==> src/rtl/imem_pkg.sv <==
// Shared types for the instruction-memory fetch arbiter: FSM states,
// RV32IC length decode constant and instruction length encoding.
package imem_pkg;

  typedef enum logic [1:0] {
    IDLE  = 2'd0,
    FETCH = 2'd1,
    DONE  = 2'd2
  } imem_arb_state_t;

  typedef enum logic {
    LEN_16 = 1'b0,
    LEN_32 = 1'b1
  } instr_len_t;

  // byte0[1:0] == 2'b11 marks a full-width 32-bit instruction
  localparam logic [1:0] OPC_32B = 2'b11;

endpackage

==> src/rtl/imem_fetch_arbiter.sv <==
// Sole master of a byte-wide instruction memory: interleaves loader byte writes
// with byte-sequenced RV32IC instruction fetches (16- or 32-bit per request).
module imem_fetch_arbiter
  import imem_pkg::*;
#(
  parameter int AW             = 8,
  parameter int MAX_LOAD_BURST = 4
) (
  input  logic            clk,
  input  logic            reset,
  input  logic            load_valid,
  input  logic [AW-1:0]   load_addr,
  input  logic [7:0]      load_data,
  output logic            load_ready,
  input  logic            fetch_req,
  input  logic [AW-1:0]   fetch_pc,
  input  logic            fetch_flush,
  output logic            fetch_valid,
  output logic [31:0]     fetch_instr,
  output logic            fetch_len,
  output logic            busy,
  output logic [AW-1:0]   mem_addr,
  output logic            mem_we,
  output logic            mem_oe,
  output logic [7:0]      mem_wdata,
  input  logic [7:0]      mem_rdata,
  output imem_arb_state_t dbg_state
);

  localparam int BW = $clog2(MAX_LOAD_BURST + 1);

  imem_arb_state_t state, state_nxt;
  logic [AW-1:0]   base;
  logic [1:0]      cnt;
  logic [BW-1:0]   burst_cnt;
  logic [31:0]     instr_buf;
  logic            load_grant;
  logic            fetch_grant;
  logic            is_32b;
  instr_len_t      len;

  // Handshakes: a load beat transfers in any cycle with load_valid && load_ready
  // (ready is combinational, IDLE only); a fetch request is held with its pc
  // until the single-cycle fetch_valid pulse or until fetch_flush abandons it.
  // Loads win in IDLE until MAX_LOAD_BURST beats have starved a pending fetch.
  assign load_grant  = reset && (state == IDLE) && load_valid &&
                       !(fetch_req && (burst_cnt == BW'(MAX_LOAD_BURST)));
  assign fetch_grant = (state == IDLE) && !load_grant && fetch_req && !fetch_flush;

  assign is_32b = (instr_buf[1:0] == OPC_32B);
  assign len    = is_32b ? LEN_32 : LEN_16;

  always_comb begin
    state_nxt = state;
    case (state)
      IDLE:    if (fetch_grant) state_nxt = FETCH;
      FETCH: begin
        if (fetch_flush) state_nxt = IDLE;
        // byte0 was captured one edge earlier, so its length bits are valid at cnt==1
        else if ((cnt == 2'd1 && !is_32b) || cnt == 2'd3) state_nxt = DONE;
      end
      DONE:    state_nxt = IDLE;
      default: state_nxt = IDLE;
    endcase
  end

  always_ff @(posedge clk or negedge reset) begin
    if (!reset) begin
      state     <= IDLE;
      base      <= '0;
      cnt       <= '0;
      burst_cnt <= '0;
      instr_buf <= '0;
    end else begin
      state <= state_nxt;
      if (!fetch_req)       burst_cnt <= '0;
      else if (load_grant)  burst_cnt <= burst_cnt + BW'(1);
      else if (fetch_grant) burst_cnt <= '0;
      if (fetch_grant) begin
        base <= fetch_pc;
        cnt  <= '0;
      end else if (state == FETCH) begin
        instr_buf[{cnt, 3'b000} +: 8] <= mem_rdata;
        cnt <= cnt + 2'd1;
      end
    end
  end

  always_comb begin
    mem_addr  = '0;
    mem_we    = 1'b0;
    mem_oe    = 1'b0;
    mem_wdata = '0;
    if (load_grant) begin
      mem_addr  = load_addr;
      mem_we    = 1'b1;
      mem_wdata = load_data;
    end else if (state == FETCH) begin
      mem_oe   = 1'b1;
      mem_addr = base + AW'(cnt);
    end
  end

  assign load_ready  = load_grant;
  assign fetch_valid = (state == DONE) && !fetch_flush;
  assign fetch_len   = fetch_valid && (len == LEN_32);
  assign fetch_instr = !fetch_valid ? 32'h0 :
                       is_32b ? instr_buf : {16'h0, instr_buf[15:0]};
  assign busy        = (state != IDLE);
  assign dbg_state   = state;

  fetch_req_held_a: assert property (@(posedge clk) disable iff (!reset)
    (state == FETCH && !fetch_flush) |-> fetch_req);

endmodule

==> config.mk <==
export PLATFORM = sky130hd
export DESIGN_NAME = imem_fetch_arbiter
export DESIGN_NICKNAME = d
export VERILOG_FILES = /design/src/rtl/imem_pkg.sv /design/src/rtl/imem_fetch_arbiter.sv
export SDC_FILE = /design/constraint.sdc
export NUM_CORES = 1
export LEC_CHECK = 0
export CAP_MARGIN = 20
export CELL_PAD_IN_SITES_DETAIL_PLACEMENT = 2
export CELL_PAD_IN_SITES_GLOBAL_PLACEMENT = 2
export CORE_MARGIN = 2
export CORE_UTILIZATION = 28
export CTS_CLUSTER_SIZE = 10
export DETAILED_ROUTE_END_ITERATION = 6
export PLACE_DENSITY = 0.92
export SYNTH_ARGS = -nofsm -noshare
export SYNTH_HDL_FRONTEND = slang
export SYNTH_SLANG_ARGS = --single-unit
==> constraint.sdc <==
create_clock -name clk -period 2.1 [get_ports clk]
set_input_delay 0.315 -clock clk [delete_from_list [all_inputs] [get_ports clk]]
set_output_delay 0.315 -clock clk [all_outputs]
set_load 0.005 [all_outputs]
==> flow_summary.toml, run 1 <==
[synth]
synth_top_cell_area_share = 0.4559
avgSynthCellArea_um2 = 11.52
synth_edf_count = 0
yosys-top-cells-area = "dfrtp_1, a22o_1, and2_1"
synthCells = 224
yosysTopAreaCell = "dfrtp_1"
syn_nets = 273
seq_area_frac_synth = 0.4559
synth-warning-count = 0
synth-seq-cells = 47
syn_area_um2 = 2580
async_flop_share = 1.000
synth.distinct_cells = 46
ys.flop_type = "dfrtp_1"

[timing]
slew_headroom = 0.5694
clock_skew_ns = 0.008191
period_minus_slack_ns = 2.255
rsz0062_at_grt = "yes"
clock.fmax_mhz = 443.5
finalHoldViolCount = 0
slew_violations = 0
tightestPinTransition_ns = 0.6459
worst_slack_ns = -0.1548
setup_viol = 14
period_share = 1.074

[global_routing]
overflow = 0
grt_pass1_wl_um = 15970
grt_util_all_layers = 0.2087
grt_max_degree = 49
use_met1 = 0.2329
met2_usage = 0.4111
grt_antenna_before_repair = 0
busiest_layer = "met2"
grt_pass1_vias = 2835
use_met3 = 0.02716

[worst_setup_path]
critPathLaunchType = "register"
crit_path_cell_trace = "ha_4 > fa_2 > buf_6 > and4_1 > a211o_1 > buf_2"
arrival_ns = 1.94
r2r_slack_ns = 0.02
path_delay_family = "adder cells"
critPathMaxStageDelay_ns = 0.43
cp-end-kind = "primary output"
critPathKind = "reg -> out"
crit_buf_inv = 2
cp_slowest_cell = "dfrtp_1"
required_ns = 1.78
critPathMaxFanout = 3

[power]
p_int_mw = 2.438
power_frac_seq = 0.381
irDropWorstVdd_mv = 0.3828
power_switching_mw = 1.405
p_sw_frac = 0.3657
p_per_area_nw_per_um2 = 906.3
clkPwrFrac = 0.160
comb_power_share = 0.459
p_leak_nw = 2.124

[die]
rows = 35
ios = 93
start_util = 0.2832
core_area_um2 = 9109
die_h_um = 99.99
die_area_um2 = 9998
die_w_um = 99.99

[placement]
post_dp_cell_area_um2 = 3849
gp_congestion = 0.7759
hpwl_um = 6840
numPortBuffers = 92
placed_cells = 449

[cts]
clkTransAtPathRegs_ns = 0.10
clockRootBuffer = "clkbuf_8"
holdBufCountCts = 0
cts_tree = "yes"
cts_made_buffers = 5
clock-sinks = 47
cts_max_path_buffers = 2
cts_max_level = 2
clock_latency_ns = 0.31

[finish]
drive_gt1_frac = 0.4495
syn_to_final_growth_pct = 64.36
final_util = 0.4655
layout.cells.non_filler = 487
finalInstanceArea_um2 = 4240
fillCellCount = 950
fin_nets = 424
antenna_cells = 0

[hold_path]
hold_path_class = "in -> async"

[detailed_routing]
post_drt_wl_per_cell_um = 21.90
drc = 0
antenna_left = 0
dr.pass1.iters = 4
vias_per_cell = 5.125
drt-initial-drc-count = 33
finalWirelength_um = 10660
num_vias = 2496

[run_status]
violations = "setup timing"
status = "complete, but fails checks"

[flow_run]
drv_cap = 0
-- layer usage --
metal  part of all wire  vias to the layer above
met2               0.55                       87
met3              0.035                       20
li1                   -                     1131
met5                  0                        -
met4              0.022                        0
met1               0.39                     1258
-- repair_timing --
action / CTS / global route
endpoints found under the setup margin: 53 / 46
gates resized for setup: 118 / 120
pin swaps: 19 / 17
buffers inserted: 16 / 13
gates cloned: 3 / 0
-- synthesized netlist by cell type, types with 3 or more instances --
cell type / n
a22o_1: 36
inv_1: 8
ha_1: 11
nand2_1: 5
nand3_1: 4
nor4_2: 3
dfrtp_1: 47
clkbuf_1: 7
and3_1: 9
a21oi_1: 3
nand3b_1: 3
and2_1: 33
nand4_1: 4
mux2_4: 5
and4_1: 3
mux2_2: 3
a211o_1: 3
-- state kept, by name (all words and copies together) (netlist names) --
register,cells
instr_buf,32
dbg_state,2
base,8
cnt,2
burst_cnt,3
-- area by class of cell --
class / count / area [µm²] / share of cell area
clock buffer: 6 / 82.58 / 0.01947
clock inverter: 2 / 16.27 / 0.003836
inverter: 9 / 33.78 / 0.007967
multi-input combinational: 156 / 1463 / 0.3449
sequential: 47 / 1179 / 0.2780
tap: 111 / 138.9 / 0.03275
timing repair buffer: 156 / 1328 / 0.3131
-- stage by stage --
| step | hold slack (ns) | power, mW | worst slack (ns) | setup TNS, ns |
|---|---|---|---|---|
| after floorplan | 0.01941 | 2.141 | 0.2134 | 0 |
| after global placement | 0.4660 | 2.715 | -0.2681 | -9.453 |
| after detailed placement | 0.4836 | 2.838 | -0.3372 | -13.42 |
| after CTS | 0.1590 | 3.615 | -0.1991 | -0.6387 |
| after global routing | 0.1698 | 4.055 | -0.2003 | -2.252 |
| final | 0.1206 | 3.843 | -0.1548 | -0.8442 |
-- cells in the final DEF (no fill, tap or decap), types with 10 or more instances in the layout --
cell type        count
clkbuf_2            29
buf_2               12
and2_1              23
dfrtp_1             45
clkdlybuf4s50_1     36
buf_4               42
a22o_1              36
and2_4              10
buf_6               26
-- power by group through the flow --
stage / combinational, mW / sequential [mW] / clock [mW]
final: 1.76 / 1.46 / 0.616
after global routing: 1.88 / 1.50 / 0.669
after global placement: 1.29 / 1.42 / 0
after floorplan: 0.762 / 1.38 / 0
after CTS: 1.55 / 1.44 / 0.630
after detailed placement: 1.39 / 1.45 / 0
-- path summary, 6_finish.rpt --
| kind | startpoint | endpoint | depth (start not counted) |
|---|---|---|---|
| worst max-delay path | cnt[0]$_DFFE_PN0P_ | mem_addr[6] | 6 |
| worst min-delay path | reset | base[5]$_DFFE_PN0P_ | 2 |
| worst max register to register | dbg_state[0]$_DFFE_PN0P_ | base[7]$_DFFE_PN0P_ | 6 |
| worst min register to register | instr_buf[2]$_DFFE_PN0P_ | instr_buf[2]$_DFFE_PN0P_ | 1 |
| max in group asynchronous | reset | dbg_state[1]$_DFFE_PN0P_ | 2 |
| min in group clk | instr_buf[2]$_DFFE_PN0P_ | instr_buf[2]$_DFFE_PN0P_ | 1 |
-- logic make-up after synthesis --
group,share of synthesized area
AND/OR/NAND/NOR,0.2095
XOR/XNOR,0.01019
flip-flops,0.4559
adder cells (fa/ha/maj),0.06111
AO/OA/AOI/OAI,0.1823
buffers and inverters,0.03880
multiplexers,0.04219
Power figures use the tool's default switching activity.
==> run 2, diff against run 1 <==
- CORE_MARGIN: 2 -> 3
==> run 2 against run 1 <==
The flow still finishes with violations (setup timing). Global-route usage up 4.3 points. Critical path depth decreased by 1. Clock skew up 0.0056 ns. Sequential cell count is the same. Sequential power is 5% higher. Register-to-register slack lost 0.20 ns. First-iteration DRC count rose by 150%. Non-clock buffer count up 21. Critical path type unchanged.
==> flow_summary.toml, run 2 (same netlist as run 1, synthesis figures left out) <==
[worst_setup_path]
critPathKind = "reg -> out"
crit_path_cell_trace = "ha_2 > fa_2 > and4_1 > a211o_1 > buf_2"
r2r_slack_ns = -0.18
critPathMaxFanout = 4
arrival_ns = 1.99
cp_slowest_cell = "dfrtp_1"
required_ns = 1.78
cp-end-kind = "primary output"
critPathMaxStageDelay_ns = 0.42
critPathLaunchType = "register"

[cts]
clock-sinks = 47
clockRootBuffer = "clkbuf_8"
clock_latency_ns = 0.32
clkTransAtPathRegs_ns = 0.10
cts_max_path_buffers = 2
cts_made_buffers = 5
cts_tree = "yes"
cts_max_level = 2

[run_status]
status = "complete, but fails checks"
violations = "setup timing"

[power]
clkPwrFrac = 0.168
p_sw_frac = 0.3905
p_total_mw = 4.366
p_per_area_nw_per_um2 = 942.1
power_frac_seq = 0.349
p_leak_nw = 2.346
comb_power_share = 0.483
irDropWorstVdd_mv = 0.4962
power_switching_mw = 1.705
p_int_mw = 2.661

[finish]
drive_gt1_frac = 0.5038
fillCellCount = 886
top_register = "instr_buf"
fin_nets = 445
layout.cells.non_filler = 505
top_regs = "instr_buf (32), base (8), burst_cnt (3)"
seq_area_um2 = 1179
antenna_cells = 0
final_cell_mix = "buf_4, dfrtp_1, buf_6"
largest_reg_flops = 32
syn_to_final_growth_pct = 79.63
multi_input_area_um2 = 1545
final_common_cell = "buf_4"

[die]
die_area_um2 = 10400
rows = 34
die_h_um = 102.0
start_util = 0.2916
ios = 93
die_w_um = 102.0
core_area_um2 = 8848

[placement]
hpwl_um = 7599
numPortBuffers = 92
gp_congestion = 0.7991
placed_cells = 450
pre_cts_ws_ns = -0.3813

[global_routing]
overflow = 0
grt_util_all_layers = 0.2522
grt_pass1_vias = 3030
grt_antenna_before_repair = 0
grt_max_degree = 48
grt_pass1_wl_um = 19560

[timing]
clock.fmax_mhz = 433.6
fin_setup_tns_ns = -5.184
setup_viol = 57
holdWs_ns = 0.2844
worst_slack_ns = -0.2064
tightestPinTransition_ns = 0.6643
slew_violations = 0
clock_skew_ns = 0.01374
period_minus_slack_ns = 2.306
finalHoldViolCount = 0
slew_headroom = 0.5571
period_share = 1.098
rsz0062_at_grt = "yes"

[detailed_routing]
drt-initial-drc-count = 81
dr.pass1.iters = 5
antenna_left = 0
drc = 0
post_drt_wl_per_cell_um = 29.06
vias_per_cell = 5.388
finalWirelength_um = 14680
num_vias = 2721

[hold_path]
hold_path_class = "in -> async"

[flow_run]
drv_cap = 0
==> run 2: metrics by stage <==
step / utilization / instance area, µm²
after floorplan: - / 2580
after global placement: 0.4379 / 3875
after detailed placement: 0.4379 / 3875
after CTS: 0.4939 / 4370
after global routing: 0.5238 / 4634
final: 0.5238 / 4634
==> run 2: worst paths after layout <==
| kind | start | end | cells after the start |
|---|---|---|---|
| setup / recovery | base[0]$_DFFE_PN0P_ | mem_addr[6] | 5 |
| hold / removal | reset | base[6]$_DFFE_PN0P_ | 3 |
| setup reg to reg | dbg_state[1]$_DFFE_PN0P_ | base[5]$_DFFE_PN0P_ | 8 |
| hold reg to reg | instr_buf[11]$_DFFE_PN0P_ | instr_buf[11]$_DFFE_PN0P_ | 1 |
| max in group asynchronous | reset | base[1]$_DFFE_PN0P_ | 3 |
| min in group clk | instr_buf[11]$_DFFE_PN0P_ | instr_buf[11]$_DFFE_PN0P_ | 1 |
==> run 2: timing repair <==
action / CTS / global route
cloned: 3 / 2
setup buffers: 33 / 16
pin swaps: 21 / 21
resized for setup: 155 / 115
setup endpoints to repair: 54 / 80
hold buffers: 0 / 0
==> run 2: worst max-delay path, delay by kind of cell (launching register included) <==
| kind | cells | cell delay (ns) |
|---|---|---|
| flip-flops | 1 | 0.42 |
| AND/OR/NAND/NOR | 1 | 0.23 |
| adder cells (fa/ha/maj) | 2 | 0.62 |
| buffers and inverters | 1 | 0.14 |
| AO/OA/AOI/OAI | 1 | 0.28 |
==> run 2: final cells by class <==
type	count	share of cell area
repair buffers	177	0.3504
multi-input cells	156	0.3334
flip-flops and latches	47	0.2543
well taps	108	0.02916
clock buffers	5	0.01485
clock inverters	3	0.009989
inverters	9	0.007829
==> run 2: power groups by stage <==
stage | clock [mW] | sequential, mW | combinational [mW]
floorplan | 0 | 1.38 | 0.762
global placement | 0 | 1.43 | 1.30
global route | 0.785 | 1.55 | 2.24
CTS | 0.721 | 1.47 | 1.73
detailed placement | 0 | 1.47 | 1.43
finish | 0.733 | 1.53 | 2.11
==> run 2: metal layers <==
layer	global-route usage	vias up	wire length [µm]
met1	0.3316	1420	6054
li1	-	1175	-
met3	0.02389	30	657
met2	0.4423	96	7555
met4	0.06963	0	408
met5	0	-	0
==> run 3, diff against run 2 <==
- ABC_CLOCK_PERIOD_IN_PS: default -> 2100
- SETUP_SLACK_MARGIN: default -> 0.4
==> run 3 against run 2 <==
The run still ends with setup timing left. Clock skew grew 0.0019 ns. First-iteration DRC count shrank 21%. Utilization grew 6.5 points. Clock power shrank 15%. Worst setup slack gained 0.0068 ns. Final area grew 12%. Maximum frequency grew 0.30%. Critical path type unchanged. Highest routed layer is now met5.
==> flow_summary.toml, run 3 (same netlist as run 1, synthesis figures left out) <==
[detailed_routing]
dr.pass1.iters = 4
vias_per_cell = 5.396
drt-initial-drc-count = 64
finalWirelength_um = 14720
antenna_left = 0
num_vias = 2795
post_drt_wl_per_cell_um = 28.41
drc = 0

[finish]
final_util = 0.5885
fin_nets = 458
top_register = "instr_buf"
final_cell_mix = "buf_6, dfrtp_1, a22o_1"
top_regs = "instr_buf (32), base (8), burst_cnt (3)"
drive_gt1_frac = 0.6220
antenna_cells = 0
layout.cells.non_filler = 518
syn_to_final_growth_pct = 101.8
largest_reg_flops = 32
finalInstanceArea_um2 = 5207
final_common_cell = "buf_6"

[die]
die_area_um2 = 10400
rows = 34
die_w_um = 102.0
die_h_um = 102.0
ios = 93
core_area_um2 = 8848
start_util = 0.2916

[placement]
hpwl_um = 7155
pre_cts_ws_ns = -0.3297
gp_congestion = 0.7695
numPortBuffers = 92
placed_cells = 443
post_dp_cell_area_um2 = 3874

[worst_setup_path]
required_ns = 1.78
arrival_ns = 1.98
path_delay_family = "flip-flops"
cp_slowest_cell = "dfrtp_1"
critPathKind = "reg -> out"
r2r_slack_ns = 0.11
critPathMaxFanout = 3
reg2reg_to = "base[0]$_DFFE_PN0P_"
timing.rr.start = "dbg_state[1]$_DFFE_PN0P_"
crit_buf_inv = 3
critPathMaxStageDelay_ns = 0.45
critPathLaunchType = "register"
crit_top_cell = "buf_6"
rr_worst_depth = 6
cp-end-kind = "primary output"
crit_cells = 6
crit_path_cell_trace = "buf_6 > fa_2 > buf_6 > and4_4 > a211o_1 > buf_2"

[timing]
tightestPinTransition_ns = 0.6805
period_share = 1.095
worst_slack_ns = -0.1996
rsz0062_at_grt = "yes"
slew_violations = 0
clock.fmax_mhz = 434.9
setup_viol = 33
finalHoldViolCount = 0
slew_headroom = 0.5464
clock_skew_ns = 0.01563
period_minus_slack_ns = 2.300
holdWs_ns = 0.1926

[power]
power_frac_seq = 0.337
clkPwrFrac = 0.138
irDropWorstVdd_mv = 0.4225
comb_power_share = 0.525
p_leak_nw = 2.458
p_per_area_nw_per_um2 = 870.1
power_switching_mw = 1.764
p_int_mw = 2.767
p_sw_frac = 0.3893

[cts]
holdBufCountCts = 0
cts_max_level = 2
clockRootBuffer = "clkbuf_8"
cts_max_path_buffers = 2
clock_latency_ns = 0.32
clock-sinks = 47
clkTransAtPathRegs_ns = 0.11
cts_tree = "yes"
cts_made_buffers = 5

[global_routing]
grt_pass1_vias = 3096
grt_antenna_before_repair = 1
overflow = 0
grt_max_degree = 49
grt_util_all_layers = 0.2479
grt_pass1_wl_um = 19130

[flow_run]
drv_cap = 0

[run_status]
violations = "setup timing"
status = "complete, but fails checks"

[hold_path]
hold_path_class = "in -> async"
## run 3: cell count changes in the layout (fill, tap and decap cells not counted), moves of 5 or more
cell	delta
and2_1	-11
and2_4	+11
and3_1	-8
and3_4	+8
buf_2	-5
buf_4	-21
buf_6	+64
clkbuf_2	-12
dlygate4sd2_1	-10
## run 3: cell type report
class	instances	area (µm²)
Fill cell	806	3641
Timing Repair Buffer	190	2004
Inverter	9	58.81
Sequential cell	47	1180
Clock buffer	6	82.58
Multi-Input combinational cell	156	1730
Clock inverter	2	16.27
Tap cell	108	135.1
## run 3: worst max path at each step
stage                                        start             endpoint
after detailed placement                load_valid          mem_addr[4]
final                          base[1]$_DFFE_PN0P_          mem_addr[6]
after global routing            cnt[0]$_DFFE_PN0P_          mem_addr[6]
after global placement                  load_valid          mem_addr[1]
after floorplan           dbg_state[1]$_DFFE_PN0P_  base[0]$_DFFE_PN0P_
after CTS                       cnt[0]$_DFFE_PN0P_          mem_addr[6]
## run 3: stage by stage
stage	total power, mW	setup TNS [ns]
2_1_floorplan	2.253	0
3_3_place_gp	2.819	-6.832
3_5_place_dp	2.955	-10.83
4_1_cts	4.001	-1.084
5_1_grt	4.743	-4.816
6_report	4.531	-2.697
## run 3: worst reg2reg max path, stage by stage (launching register included)
cell,delay (ns)
dfrtp_2,0.46
buf_6,0.13
buf_6,0.12
or3_4,0.38
a311oi_4,0.27
buf_6,0.19
mux2_4,0.31
## run 3: power groups by stage
| stage | clock network [mW] | logic (mW) | registers [mW] |
|---|---|---|---|
| 2_1_floorplan | 0 | 0.850 | 1.40 |
| 3_3_place_gp | 0 | 1.39 | 1.43 |
| 3_5_place_dp | 0 | 1.49 | 1.46 |
| 4_1_cts | 0.614 | 1.93 | 1.46 |
| 5_1_grt | 0.672 | 2.51 | 1.56 |
| 6_report | 0.623 | 2.38 | 1.53 |
## run 3: timing repair
action	CTS	global route
pin swaps	40	21
resized for setup	354	75
setup buffers	46	17
cloned	4	0
setup endpoints to repair	98	102
## run 3: per-layer routing
metal,global-route usage,vias to the layer above,part of all wire
li1,-,1208,-
met1,0.2624,1450,0.35
met2,0.5067,105,0.58
met3,0.03072,30,0.035
met4,0.06357,2,0.032
met5,0,-,0.00054
